### config.mk
export PLATFORM = sky130hd
export DESIGN_NAME = rf_write_arbiter
export DESIGN_NICKNAME = d
export VERILOG_FILES = /design/src/rtl/rf_write_arbiter.sv
export SDC_FILE = /design/constraint.sdc
export NUM_CORES = 1
export LEC_CHECK = 0
export ABC_AREA = 1
export BUFFER_PORTS_ARGS = -buffer_cell sky130_fd_sc_hd__buf_2
export CAP_MARGIN = 0
export CORE_AREA = 2 2 81 83
export DETAILED_ROUTE_END_ITERATION = 8
export DIE_AREA = 0 0 83 85
export MAX_ROUTING_LAYER = met4
export PLACE_DENSITY = 0.59
export SYNTH_ARGS = -nofsm -noshare
export SYNTH_HDL_FRONTEND = slang
export SYNTH_SLANG_ARGS = --single-unit
### constraint.sdc
create_clock -name clk -period 3.5 [get_ports clk]
set_input_delay 0.525 -clock clk [delete_from_list [all_inputs] [get_ports clk]]
set_output_delay 0.525 -clock clk [all_outputs]
set_load 0.02 [all_outputs]
### src/rtl/rf_write_arbiter.sv
// Arbitrates the register-file write port between write-back (always wins) and a
// small FIFO of long-latency results that drains on idle write-back cycles.
module rf_write_arbiter #(
  parameter int DATA_WIDTH = 16,
  parameter int ADDR_WIDTH = 2,
  parameter int DEPTH      = 2
) (
  input  logic                     clk,
  input  logic                     reset,
  input  logic                     wb_valid,
  input  logic [ADDR_WIDTH-1:0]    wb_addr,
  input  logic [DATA_WIDTH-1:0]    wb_data,
  input  logic                     lu_valid,
  input  logic [ADDR_WIDTH-1:0]    lu_addr,
  input  logic [DATA_WIDTH-1:0]    lu_data,
  output logic                     lu_ready,
  output logic                     rf_write,
  output logic [ADDR_WIDTH-1:0]    rf_addr3,
  output logic [DATA_WIDTH-1:0]    rf_data3,
  output logic [2**ADDR_WIDTH-1:0] pending,
  output logic                     drain_req
);

  localparam int PTR_W = $clog2(DEPTH);
  localparam int CNT_W = $clog2(DEPTH + 1);
  localparam logic [CNT_W-1:0] FULL = CNT_W'(DEPTH);

  logic [DEPTH-1:0]      fifo_live;
  logic [ADDR_WIDTH-1:0] fifo_addr [DEPTH];
  logic [DATA_WIDTH-1:0] fifo_data [DEPTH];
  logic [PTR_W-1:0]      head;
  logic [PTR_W-1:0]      tail;
  logic [CNT_W-1:0]      count;

  logic pop;
  logic push;

  // Handshake: a result transfers at a posedge where lu_valid && lu_ready; lu_ready
  // never depends on lu_valid, and an offered result may change only after transfer.
  assign pop       = !reset && !wb_valid && (count != '0);
  assign lu_ready  = !reset && ((count < FULL) || pop);
  assign push      = lu_valid && lu_ready;
  assign drain_req = !reset && (count == FULL) && wb_valid;

  always_comb begin
    rf_write = 1'b0;
    rf_addr3 = '0;
    rf_data3 = '0;
    if (!reset) begin
      if (wb_valid) begin
        rf_write = 1'b1;
        rf_addr3 = wb_addr;
        rf_data3 = wb_data;
      end else if (pop) begin
        rf_write = fifo_live[head];
        rf_addr3 = fifo_addr[head];
        rf_data3 = fifo_data[head];
      end
    end
  end

  // Popped slots have live cleared, so only occupied entries can contribute here.
  always_comb begin
    pending = '0;
    for (int i = 0; i < DEPTH; i++) begin
      if (fifo_live[i]) pending[fifo_addr[i]] = 1'b1;
    end
    if (reset) pending = '0;
  end

  always_ff @(posedge clk) begin
    if (reset) begin
      head      <= '0;
      tail      <= '0;
      count     <= '0;
      fifo_live <= '0;
    end else begin
      for (int i = 0; i < DEPTH; i++) begin
        if (wb_valid && (fifo_addr[i] == wb_addr)) fifo_live[i] <= 1'b0;
      end
      if (pop) begin
        fifo_live[head] <= 1'b0;
        head            <= head + PTR_W'(1);
      end
      // Push comes last: when full, the popped slot is the one being refilled.
      if (push) begin
        fifo_live[tail] <= !(wb_valid && (lu_addr == wb_addr));
        fifo_addr[tail] <= lu_addr;
        fifo_data[tail] <= lu_data;
        tail            <= tail + PTR_W'(1);
      end
      count <= count + CNT_W'(push) - CNT_W'(pop);
    end
  end

endmodule

==> summary.txt <==
Global routing
  – Number of global-route vias before repair: 1576
  – Global-route wire length before repair: 7424 µm
  – Largest net degree at the start of global routing: 37
  – Global Route Usage Sum: 13.84%
  – Remaining Overflow, GRT: 0
  – Initial antenna violation count: 0

Floorplanning
  – Core area: 6205 µm²
  – Row Count: 29
  – Die height: 85 µm
  – Die ar.: 7055 µm²
  – Die width: 83 µm
  – I/O pin total: 65
  – Initial Utilization: 33.92%

Worst setup path
  – R2r setup slk: 1870 ps
  – Req. time, crit path: 2970 ps
  – WS Path Type: flip-flop to output pin
  – Slowest cell on the critical path: dfxtp_1
  – Arr. time, crit path: 1950 ps
  – CP Max Fanout: 36
  – Critical path endpoint category: output pin
  – Type of origin of the critical path: flip-flop
  – Crit path largest cell delay: 1020 ps
  – CP cell instances: o21ai_0 -> o21ai_1 -> buf_2

Cells and area
  – Multi-input logic area: 696.9 µm²
  – Layout cells sized above 1: 27.82%
  – # diodes: 0
  – P&R area growth vs syn: 21.17%
  – Fin util: 41.10%
  – Reg area: 1221 µm²
  – Fill cells: 634
  – Nets: 325

STA
  – Fin crit share: 70.58%
  – Worst Tran Pin Value: 1062 ps
  – Clk_skew: 6.738 ps
  – Hold_ws: 420.6 ps
  – Final hold vios: 0
  – Final slew viol count: 0
  – Fmax: 0.4048 GHz
  – Final min period: 2470 ps
  – Slew margin rel.: 29.11%
  – Final setup viols: 0
  – Total negative slack: 0 ps
  – RSZ-0062 raised after global routing: no

Worst hold path
  – Hold Crit Class: input pin to flip-flop

Detailed routing
  – Total number of vias: 1703
  – Antenna-violating nets left: 0
  – Drt via density: 4.717
  – DRT iter0 DRCs: 92
  – Routed WL: 4680 µm
  – WL/cell: 12.96 µm
  – Remaining DRCs: 0
  – First-pass DRT Iterations: 4

Power and ir drop
  – Max rail drop VDD: 0.0002580 V
  – Pleak: 0.001089 µW
  – Pwr/cell area: 448.5 nW/µm²

Clocking
  – Post-CTS Hold Buffers: 0
  – CTS tree: built
  – Clock transition at the registers of the reported paths: 80 ps
  – CTS max path bufs: 2
  – Clock Tree Root: clkbuf_8
  – Post-CTS setup buffers: 0
  – CTS H-tree lvls: 2
  – CTS Sinks: 43
  – Post-CTS Resized: 0
  – Latest clock arrival within the worst-skew pair: 290 ps
  – Num CTS Buffers: 5

Flow run
  – Max-cap violation count: 0

Logic synthesis
  – Cell Area, Synth: 2105 µm²
  – Yosys reg bits: 43
  – Most common flop cell mapped by yosys: edfxtp_1
  – Yosys top cell by area: edfxtp_1
  – Synth unique cells: 23
  – Mapped Avg Cell Area: 9.395 µm²
  – EDFF count, synth: 36
  – Cells after synthesis: 224
  – Synthesis Warnings: 0
  – Share of the synthesized area in the top cell type: 51.37%
  – Most common cell in the netlist: nand2_1
  – Sequential cell area fraction in the yosys report: 58.03%
  – Post-synth net total: 265
  – Largest cells by area after synthesis: edfxtp_1, nand3_1, nand2_1
  – Synth cell count leaders: nand2_1, edfxtp_1, inv_1, nand3_1, o21ai_0
  – Fraction of registers with async set/reset: 0%

Run status
  – Status: complete, no violations

Place
  – Hpwl dp: 3236 µm
  – Buffers added on ports: 64
  – Final GP Congestion: 0.7450
## routing by layer
metal / GRT usage, % / vias up / part of all wire (%)
li1: - / 868 / -
met1: 16.62 / 774 / 42
met2: 22.80 / 57 / 51
met3: 3.405 / 4 / 6.1
met4: 4.918 / 0 / 1.0
met5: - / - / 0
## flip-flops by register name (all words and copies together) (netlist names), named ones only
register   count
tail           1
head           1
fifo_live      2
fifo_data     32
count          2
fifo_addr      4
## cells in the final DEF (no fill, tap or decap), drive strengths merged, types with 5 or more instances in the layout
cell type	instances
a21oi	8
buf	64
clkbuf	5
dfxtp	7
edfxtp	36
inv	29
nand2	41
nand3	29
nor2	19
o21ai	35
## worst paths after layout
check             start              end  cells past startpoint
min          lu_data[4]  fifo_data[1][4]                      1
max           flip-flop      rf_data3[8]                      3
min reg2reg        head             head                      2
max reg2reg    count[1]         count[1]                      8
## where the power goes
part           total (µW)  switching, µW  internal [µW]  leakage, µW
Combinational         171            110           61.2     0.000651
Sequential            599           19.8            579     0.000388
Clock                 374            165            209    0.0000502
## kinds of logic after synthesis
group / share of synthesized area, %
buffers and inverters: 8.859
XOR/XNOR: 1.665
adder cells (fa/ha/maj): 0.5944
flip-flops: 58.03
AO/OA/AOI/OAI: 11.00
AND/OR/NAND/NOR: 19.86
## critical path, delay by kind of cell, from the launching register on
family                 cells  cell delay [ps]
AO/OA/AOI/OAI              2              450
buffers and inverters      1              180
flip-flops                 1             1020
## stage by stage
step           cell area, µm²  setup slack, ps  power, µW  cells
5_1_grt                  2550            754.3       1199    361
3_5_place_dp             2444             1206      785.2    354
4_1_cts                  2550            979.4       1158    361
6_report                 2550             1030       1144    361
3_3_place_gp             2444             1253      781.5    354
2_1_floorplan            2105             1574      722.9    224
## cell type report
| type | instances | area share (%) |
|---|---|---|
| sequential | 43 | 47.89 |
| tap | 77 | 3.778 |
| inverter | 29 | 4.269 |
| timing repair buffer | 64 | 12.56 |
| clock inverter | 2 | 1.472 |
| multi-input combinational | 141 | 27.33 |
| clock buffer | 5 | 2.699 |
(Power assumes the default switching activity.)
